[config.mk]
export PLATFORM = sky130hd
export DESIGN_NAME = dodgypla_input_sequencer
export DESIGN_NICKNAME = d
export VERILOG_FILES = /design/src/rtl/dodgypla_input_sequencer.sv
export SDC_FILE = /design/constraint.sdc
export NUM_CORES = 1
export LEC_CHECK = 0
export CORE_UTILIZATION = 46
export DETAILED_ROUTE_END_ITERATION = 8
export PLACE_DENSITY = 0.7
export SLEW_MARGIN = 20
export SYNTH_ARGS = -nofsm -noshare
export SYNTH_HDL_FRONTEND = slang
export SYNTH_SLANG_ARGS = --single-unit
[constraint.sdc]
create_clock -name clk -period 3.9 [get_ports clk]
set_input_delay 0.78 -clock clk [delete_from_list [all_inputs] [get_ports clk]]
set_output_delay 0.78 -clock clk [all_outputs]
set_load 0.01 [all_outputs]
[src/rtl/dodgypla_input_sequencer.sv]
// Input sequencer for the PLA decode core: synchronises and debounces the pins,
// applies stable vectors to the core, and captures core outputs after a decode delay.
module dodgypla_input_sequencer #(
  parameter int FILTER_CYCLES = 3,
  parameter int DECODE_CYCLES = 2,
  parameter int MAX_WAIT      = 16
) (
  input  logic        clk,
  input  logic        rst_n,
  input  logic [15:0] pla_pins,
  input  logic        cfg_bypass,
  input  logic        glitch_clr,
  output logic [15:0] core_in,
  input  logic [7:0]  core_out,
  output logic [7:0]  f_out,
  output logic        upd_pulse,
  output logic        timeout_pulse,
  output logic [7:0]  glitch_cnt
);

  localparam int SW = $clog2(FILTER_CYCLES) + 1;
  localparam int WW = $clog2(MAX_WAIT) + 1;
  localparam int DW = $clog2(DECODE_CYCLES) + 1;
  localparam logic [SW-1:0] STAB_LAST = SW'(FILTER_CYCLES - 1);
  localparam logic [WW-1:0] WAIT_LAST = WW'(MAX_WAIT - 1);
  localparam logic [DW-1:0] DEC_LAST  = DW'(DECODE_CYCLES - 1);

  typedef enum logic [1:0] {IDLE, SETTLE, EVAL} state_t;

  state_t        state;
  logic [15:0]   pins_p0;
  logic [15:0]   pins_p1;
  logic [15:0]   cand;
  logic [SW-1:0] stab;
  logic [WW-1:0] wait_cnt;
  logic [DW-1:0] dec_cnt;

  logic [15:0] sync_in;
  logic        cand_diff;
  logic        stab_done;
  logic        wait_done;

  function automatic logic [7:0] sat_inc8(input logic [7:0] v);
    return (v == 8'hFF) ? v : v + 8'd1;
  endfunction

  assign sync_in   = pins_p1;
  assign cand_diff = (sync_in != cand);
  assign stab_done = !cand_diff && (stab == STAB_LAST);
  assign wait_done = (wait_cnt == WAIT_LAST);

  // Stage p0/p1: two-flop synchroniser on the raw pins
  always_ff @(posedge clk or negedge rst_n) begin
    if (!rst_n) begin
      pins_p0 <= '0;
      pins_p1 <= '0;
    end else begin
      pins_p0 <= pla_pins;
      pins_p1 <= pins_p0;
    end
  end

  // Sequencing FSM with registered core inputs, pin drivers and pulses
  always_ff @(posedge clk or negedge rst_n) begin
    if (!rst_n) begin
      state         <= IDLE;
      cand          <= '0;
      stab          <= '0;
      wait_cnt      <= '0;
      dec_cnt       <= '0;
      core_in       <= '0;
      f_out         <= 8'hFF;
      upd_pulse     <= 1'b0;
      timeout_pulse <= 1'b0;
      glitch_cnt    <= '0;
    end else begin
      upd_pulse     <= 1'b0;
      timeout_pulse <= 1'b0;
      if (cfg_bypass) begin
        core_in <= sync_in;
        f_out   <= core_out;
        state   <= IDLE;
      end else begin
        case (state)
          IDLE: begin
            if (sync_in != core_in) begin
              cand     <= sync_in;
              stab     <= '0;
              wait_cnt <= '0;
              state    <= SETTLE;
            end
          end
          SETTLE: begin
            wait_cnt <= wait_cnt + 1'b1;
            if (cand_diff) begin
              cand <= sync_in;
              stab <= '0;
            end else if (stab_done) begin
              stab <= '0;
              if (cand == core_in) begin
                state <= IDLE;
              end else begin
                core_in <= cand;
                dec_cnt <= '0;
                state   <= EVAL;
              end
            end else begin
              stab <= stab + 1'b1;
            end
            // A stable exit in the same cycle beats the forced apply
            if (wait_done && !stab_done) begin
              core_in       <= sync_in;
              timeout_pulse <= 1'b1;
              dec_cnt       <= '0;
              state         <= EVAL;
            end
          end
          EVAL: begin
            if (dec_cnt == DEC_LAST) begin
              f_out     <= core_out;
              upd_pulse <= 1'b1;
              state     <= IDLE;
            end else begin
              dec_cnt <= dec_cnt + 1'b1;
            end
          end
          default: state <= IDLE;
        endcase
      end

      if (glitch_clr)
        glitch_cnt <= '0;
      else if (!cfg_bypass && state == SETTLE && cand_diff)
        glitch_cnt <= sat_inc8(glitch_cnt);
    end
  end

endmodule

======== Word level (Yosys, flattened, before mapping) ========
Cells that the tools add are included.
storage, ports and cells
  flip-flop bits (word level) ............. 94
operators by class
  muxes and demuxes ....................... 41
  bitwise operators ....................... 1
  add/subtract/negate cells ............... 4
  reductions and logical operators ........ 22
  eq/ne operators ......................... 22
operators with widths
  kind                 count
  $mux 16              8
  $mux 8               6
  $ne 16x16->1         2
  $pmux 16 s2          1
  $mux 2               12
  $eq 16x16->1         1
  $ne 3x3->1 const B   5
  $reduce_and 4->1     3
  $reduce_bool 2->1    6
  $pmux 5 s2           1
  $mux 3               3
  $add 8x1->8 const B  1
  $eq 8x8->1 const B   1
  $ne 2x2->1 const B   4
  $ne 4x4->1 const B   2
  $mux 1               6
  $ne 3x2->1 const B   2
  $pmux 2 s3           1
  $pmux 3 s2           1
  $reduce_and 6->1     1
  $add 5x1->5 const B  1
  $eq 5x4->1 const B   1
  $mux 5               1
  $eq 2x1->1 const B   2
  12 further kinds     18

======== Longest topological paths before layout ========
Gate-level depths: netlist of the first run.
  depth after elaboration ................. 8
  mapped depth ............................ 9
  depth with buffers taken out ............ 7

======== Worst setup path before layout of the first run ========
Ideal clock, no wire load.
  kind .................................... register to register
  from .................................... register pins_p1[12]
  to ...................................... register core_in[10]
  stages on the path, launching flop included .. 9
  data required time ...................... 3,775 ps
  path slack .............................. 1,563 ps
  arrival ................................. 2,212 ps
  cells stage by stage .................... dfrtp_1 xor2_1 nor4_1 and4_1 buf_6 nand2_4 a311oi_4 buf_8 mux2_4
on the way
  cells in the longest elaborated chain, start to end .. 8
  elaborated cells on any way between the ends .. 12
  classes of those cells .................. 3 x eq/ne; 3 x mux; 6 x reduce/logical
ends and longest elaborated chain
  what                    line  text
  from (decl)             32    logic [15:0] pins_p1;
  from (signal assigned)  59    pins_p1 <= pins_p0;
  $ne 16x16->1 (*)        48    assign cand_diff = (sync_in != cand);
  $logic_not 1->1         49    assign stab_done = !cand_diff && (stab == STAB_LAST);
  $logic_and 1x1->1       49
  $logic_not 1->1         111   if (wait_done && !stab_done) begin
  $logic_and 1x1->1       111
  $mux 16                 111
  $mux 16                 84    case (state)
  $mux 16                 79    if (cfg_bypass) begin
  to (signal assigned)    80    core_in <= sync_in;
  to (signal assigned)    103   core_in <= cand;
  to (signal assigned)    112   core_in <= sync_in;
  to (decl)               13    output logic [15:0] core_in,
Mark *: on every way between the ends. The rest lies on a longest branch, timed or not. The select of a mux whose other input is x is not followed.
A chain may end at the register's enable or synchronous reset.

======== Worst setup path after layout of the first run ========
  from .................................... register pins_p1[12]
  to ...................................... register stab[2]
on the way
  cells in the longest elaborated chain, start to end .. 6
  elaborated cells on any way between the ends .. 9
  classes of those cells .................. 3 x eq/ne; 3 x mux; 3 x reduce/logical
ends and longest elaborated chain
  what                  line  text
  $ne 16x16->1          48
  $logic_not 1->1       49
  $logic_and 1x1->1     49
  $mux 3                98    end else if (stab_done) begin
  $mux 3                95    if (cand_diff) begin
  $pmux 3 s2            84
  to (signal assigned)  108   stab <= stab + 1'b1;
  to (decl)             34    logic [SW-1:0] stab;
Parallel ways exist; a longest one is shown, timed or not.

==> key figures, run 1 <==
CTS
  – CTS tree: done
  – CTS clock-pin slew for the worst setup and hold paths: 90 ps
  – Post-CTS Setup Inserts: 0
  – Post-cts resize count: 0
  – CTS Sinks: 94
  – CTS Hold Bufs: 0
  – Later-pin clock latency in the skew report: 380 ps
  – CTS max path bufs: 2
  – CTS root buf: clkbuf_8
  – CTS Buf Count: 9
  – H-tree depth: 3

Global route
  – Pin count of the biggest net entering global routing: 54
  – Vias in the first global route: 3,075
  – GRT Residual Overflow: 0
  – Initial antenna violation count: 0
  – First-pass GRT wire length: 15.7 mm
  – All-layer global routing usage: 20.1%

Layout
  – Antenna cells: 0
  – Layout fillers: 880
  – Multi-input gate area: 0.00210 mm2
  – Layout Area Growth over Synthesis: 20.2%
  – Nets@finish: 481
  – Most common cell after layout, fill and taps aside: dfrtp_1
  – Share of cells above drive strength 1: 17.3%
  – Most frequent cells in the layout: dfrtp_1, clkdlybuf4s50_1, xor2_1
  – Reg area: 0.00236 mm2

STA
  – Period utilization: 70.9%
  – Min setup slack post-route: 1140 ps
  – RSZ-0062 raised after global routing: no
  – Final setup viols: 0
  – Final Max Tran Viols: 0
  – Relative slew slack: 43.6%
  – Slew @ Worst Pin: 843 ps
  – Total negative setup slack: 0 ps
  – Final Skew: 17.0 ps
  – Hold Vio Cnt, Final: 0
  – Fmax achieved: 362 MHz
  – Post-layout min period: 2760 ps

Worst setup path
  – Critical path class: reg -> reg
  – FF-to-FF setup slack: 1140 ps
  – Crit Reg-Reg Endpoint: stab[2]$_DFFE_PN0P_
  – Crit start category: register
  – Reg-to-Reg Start: pins_p1[12]$_DFF_PN0_
  – FF-to-FF path depth: 7
  – CP arrival: 3070 ps
  – Capturing element type of the critical path: register
  – Max FO, Critical Path: 25
  – Max stage delay on crit path: 630 ps
  – Setup crit start: pins_p1[12]$_DFF_PN0_
  – Worst Path Required: 4200 ps
  – Worst path slowest cell: or4b_2
  – CP Cell Sequence: xor2_1 -> nor4_1 -> and4_1 -> buf_4 -> nand2_1 -> or4b_2 -> o2bb2ai_1

Placement
  – IO Port Bufs: 61
  – Post-detail-place hpwl: 6.41 mm
  – Setup WS pre-CTS: 1040 ps
  – RD Place Congestion: 0.829

Yosys
  – Post-synthesis mux area share: 11.1%
  – Asr flop ratio synth: 100%
  – Yosys cell types: 46
  – Xor-xnor portion of the synthesized cell area: 10.5%
  – Syn Nets: 421
  – Largest family of logic cells by synthesized area: simple AND/OR/NAND/NOR gates
  – Seq cells post-synth: 94
  – Seq/Total Area, Yosys: 51.5%
  – Number of synthesized flops with an enable pin: 0
  – Synth Flop Type: dfrtp_1
  – Simple-gate portion of the synthesized area: 14.8%
  – Syn Area/Cell: 11.9 um2
  – Synthesized area: 0.00459 mm2
  – Compound-cell area share of the yosys netlist: 7.71%
  – Adder-Cell Fraction of Synth Area: 1.64%
  – YS warnings: 0
  – Synth Instances: 387

Route
  – Final ANT Viol Nets: 0
  – Vias: 3,169
  – First DRT Iteration DRCs: 109
  – Routed len/inst: 16.3 um
  – Drt pass-1 iters: 4
  – DRC viols: 0
  – Final WL: 9.53 mm
  – Via density: 5.42

Min path
  – Hold Crit Depth: 0
  – Hold Crit Start: pins_p0[7]$_DFF_PN0_
  – Worst Hold End: pins_p1[7]$_DFF_PN0_
  – HP Class: reg -> reg

Floorplan
  – Row count: 36
  – Core Footprint: 0.00973 mm2
  – Die ar.: 0.0104 mm2
  – Die Height: 102 um
  – I/O Pins: 62
  – Initial Util: 47.2%
  – DIE WIDTH: 102 um

Status
  – Status: finished, final reports clean

Pwr
  – P_leak: 2.17 nW
  – Cell area power density: 387 mW/mm2
  – VDD IR max: 0.183 mV

Job
  – Max Cap Viol: 0
through the flow:
step	hold WS [ps]	cells	util (%)	area, um2	power [mW]
floorplan	331	387	-	4590	1.37
global placement	332	569	54.9	5340	1.53
detailed placement	335	569	54.9	5340	1.55
CTS	353	585	56.7	5520	2.16
global route	360	585	56.7	5520	2.24
finish	348	585	56.7	5520	2.13
metal layers:
layer  global-route usage (%)  up-vias  wire, um
li1                         -     1504         -
met1                     26.3     1594      4300
met2                     32.8       55      4740
met3                     4.10       16       302
met4                     8.68        0       178
met5                        0        -         0
how the worst max path moves through the flow:
stage / endpoint / slack, ps
final: stab[2]$_DFFE_PN0P_ / 1140
after global routing: cand[3]$_DFFE_PN0P_ / 990
after CTS: stab[2]$_DFFE_PN0P_ / 1110
after detailed placement: glitch_cnt[5]$_DFFE_PN0P_ / 1040
after global placement: glitch_cnt[4]$_DFFE_PN0P_ / 1040
after floorplan: core_in[10]$_DFFE_PN0P_ / 1560
area by class of cell:
class                   count  area share, %
flip-flops and latches     94           42.8
multi-input cells         266           38.0
repair buffers             70           12.5
well taps                 133           3.02
clock buffers              14           2.95
inverters                   6          0.408
clock inverters             2          0.295
registers in the layout, indices dropped and copies added, names as in the netlist:
name,flops
cand,16
core_in,16
dec_cnt,2
f_out,8
glitch_cnt,8
pins_p0,16
pins_p1,16
stab,3
state,2
timeout_pulse,1
upd_pulse,1
wait_cnt,5
where the power goes:
part / internal [mW] / switching, mW / total (mW)
registers: 1.06 / 0.0946 / 1.15
logic: 0.219 / 0.155 / 0.374
clock network: 0.269 / 0.340 / 0.610
critical path, delay by kind of cell (launching register included):
| family | cells | cell delay, ps |
|---|---|---|
| buf+inv | 1 | 310 |
| xor+xnor | 1 | 180 |
| simple gates | 4 | 1590 |
| flops | 1 | 440 |
| compound gates | 1 | 160 |
logic make-up (layout without fill, tap and decap cells):
group | Yosys count | after routing
compound gates | 52 | 52
xor+xnor | 55 | 55
fa+ha+maj | 6 | 6
buf+inv | 27 | 92
flops | 94 | 94
mux | 42 | 42
simple gates | 111 | 111
synthesized netlist by cell type, drive strengths merged (11+ instances only):
| library cell | instances | area (um2) |
|---|---|---|
| xor2 | 32 | 280 |
| o211ai | 17 | 128 |
| nand4b | 16 | 140 |
| nor2 | 13 | 48.8 |
| nor4 | 11 | 75.1 |
| nand2 | 28 | 113 |
| nor3b | 18 | 135 |
| xnor2 | 23 | 201 |
| mux2 | 41 | 499 |
| dfrtp | 86 | 2150 |
| clkbuf | 12 | 45.0 |
| a21oi | 18 | 90.1 |
Note: power is estimated with default switching activity, not from simulation.
==> inputs of run 2 (changes only) <==
==> constraint.sdc (replaced) <==
create_clock -name clk -period 2.61 [get_ports clk]
set_input_delay 0.522 -clock clk [delete_from_list [all_inputs] [get_ports clk]]
set_output_delay 0.522 -clock clk [all_outputs]
set_load 0.01 [all_outputs]
==> key figures, run 2 (synthesis results as in run 1) <==
Layout
  – Cell Count, Final, Fillers Out: 591
  – Most frequent cells in the layout: dfrtp_1, clkdlybuf4s50_1, xor2_1
  – Nets@finish: 487
  – Core Util, Final: 57.9%
  – Share of cells above drive strength 1: 19.4%
  – Cell area after layout: 0.00563 mm2
  – Layout Area Growth over Synthesis: 22.7%
  – Most common cell after layout, fill and taps aside: dfrtp_1
  – Antenna cells: 0

Worst setup path
  – Max FO, Critical Path: 16
  – Largest delay share family, worst path: simple AND/OR/NAND/NOR gates
  – CP Cell Sequence: xor2_1 -> nor4_2 -> and4_1 -> nand2_4 -> a311oi_4 -> buf_12 -> mux2_2
  – Worst Path Required: 2870 ps
  – Crit start category: register
  – CP arrival: 2690 ps
  – Max stage delay on crit path: 440 ps
  – Critical path class: reg -> reg
  – FF-to-FF setup slack: 170 ps
  – Worst path slowest cell: dfrtp_1
  – Capturing element type of the critical path: register
  – Buf/Inv on CP: 1

Pwr
  – P_int: 2.38 mW
  – Comb power frac: 17.6%
  – P_leak: 2.24 nW
  – Psw: 0.897 mW
  – Reg power frac: 52.4%
  – VDD IR max: 0.333 mV
  – Clock power frac: 30.0%
  – Final Power: 3.28 mW
  – Sw frac: 27.4%
  – Cell area power density: 582 mW/mm2

Min path
  – HP Class: in -> async

Route
  – Final ANT Viol Nets: 0
  – Drt pass-1 iters: 5
  – Vias: 3,141
  – First DRT Iteration DRCs: 128
  – Routed len/inst: 16.2 um
  – DRC viols: 0
  – Via density: 5.31
  – Final WL: 9.58 mm

Placement
  – IO Port Bufs: 61
  – Post-detail-place hpwl: 6.33 mm
  – RD Place Congestion: 0.774
  – Area post-placement: 0.00542 mm2
  – Placed insts: 575
  – Setup WS pre-CTS: 90.4 ps

CTS
  – H-tree depth: 3
  – CTS root buf: clkbuf_8
  – CTS Hold Bufs: 0
  – Post-CTS Setup Inserts: 0
  – CTS tree: done
  – CTS Sinks: 94
  – Later-pin clock latency in the skew report: 360 ps
  – CTS Buf Count: 9
  – CTS max path bufs: 2
  – CTS clock-pin slew for the worst setup and hold paths: 90 ps

Global route
  – Initial antenna violation count: 0
  – Pin count of the biggest net entering global routing: 95
  – GRT Residual Overflow: 0
  – All-layer global routing usage: 19.8%
  – Vias in the first global route: 3,118
  – First-pass GRT wire length: 15.5 mm

Floorplan
  – Die ar.: 0.0104 mm2
  – Row count: 36
  – DIE WIDTH: 102 um
  – Die Height: 102 um
  – I/O Pins: 62
  – Initial Util: 47.2%
  – Core Footprint: 0.00973 mm2

Job
  – Max Cap Viol: 0

STA
  – Final setup viols: 0
  – Post-layout min period: 2440 ps
  – Hold Slack: 197 ps
  – Slew @ Worst Pin: 514 ps
  – Total negative setup slack: 0 ps
  – Hold Vio Cnt, Final: 0
  – Min setup slack post-route: 172 ps
  – Period utilization: 93.4%
  – Final Skew: 14.7 ps
  – Relative slew slack: 65.8%
  – RSZ-0062 raised after global routing: no
  – Fmax achieved: 410 MHz
  – Final Max Tran Viols: 0

Status
  – Status: finished, final reports clean
==> run 2: layer usage <==
metal | up-vias | routed length [um] | GRT usage (%)
met5 | - | 0 | 0
met4 | 0 | 266 | 9.01
met3 | 21 | 342 | 4.04
met2 | 67 | 4450 | 30.1
met1 | 1537 | 4520 | 27.4
li1 | 1516 | - | -
==> run 2: worst register-to-register path, cell delays in order (launching register included) <==
cell and delay, ps:
dfrtp_1 440, xor2_1 200, nor4_2 370, and4_1 360, nand2_4 90, a311oi_4 310, buf_12 220, mux2_2 350
==> run 2: final cells by class <==
| class | count | area, um2 |
|---|---|---|
| fillers | 858 | 4100 |
| flip-flops and latches | 94 | 2360 |
| multi-input cells | 266 | 2110 |
| repair buffers | 76 | 771 |
| well taps | 133 | 166 |
| clock buffers | 10 | 138 |
| clock inverters | 6 | 61.3 |
| inverters | 6 | 22.5 |
==> run 2: path summary, 6_finish.rpt <==
| kind | to | depth (start not counted) | start |
|---|---|---|---|
| max | core_in[0]$_DFFE_PN0P_ | 7 | pins_p1[12]$_DFF_PN0_ |
| min | upd_pulse$_DFF_PN0_ | 2 | rst_n |
| max reg2reg | core_in[0]$_DFFE_PN0P_ | 7 | pins_p1[12]$_DFF_PN0_ |
| min reg2reg | pins_p1[11]$_DFF_PN0_ | 0 | pins_p0[11]$_DFF_PN0_ |
| max in group asynchronous | cand[9]$_DFFE_PN0P_ | 2 | rst_n |
| min in group clk | pins_p1[11]$_DFF_PN0_ | 0 | pins_p0[11]$_DFF_PN0_ |
==> run 2: what timing repair did <==
item | 4_1_cts | 5_1_grt
endpoints found under the hold margin | 0 | 0
gates resized for setup | 0 | 2
endpoints found under the setup margin | 0 | 19
==> run 2: power groups by stage <==
stage                     Combinational (mW)  Sequential (mW)  Clock [mW]
after floorplan                        0.306             1.74           0
after global placement                 0.571             1.74           0
after detailed placement               0.579             1.75           0
after CTS                              0.582             1.72        1.01
after global routing                   0.629             1.74        1.07
final                                  0.577             1.72       0.982
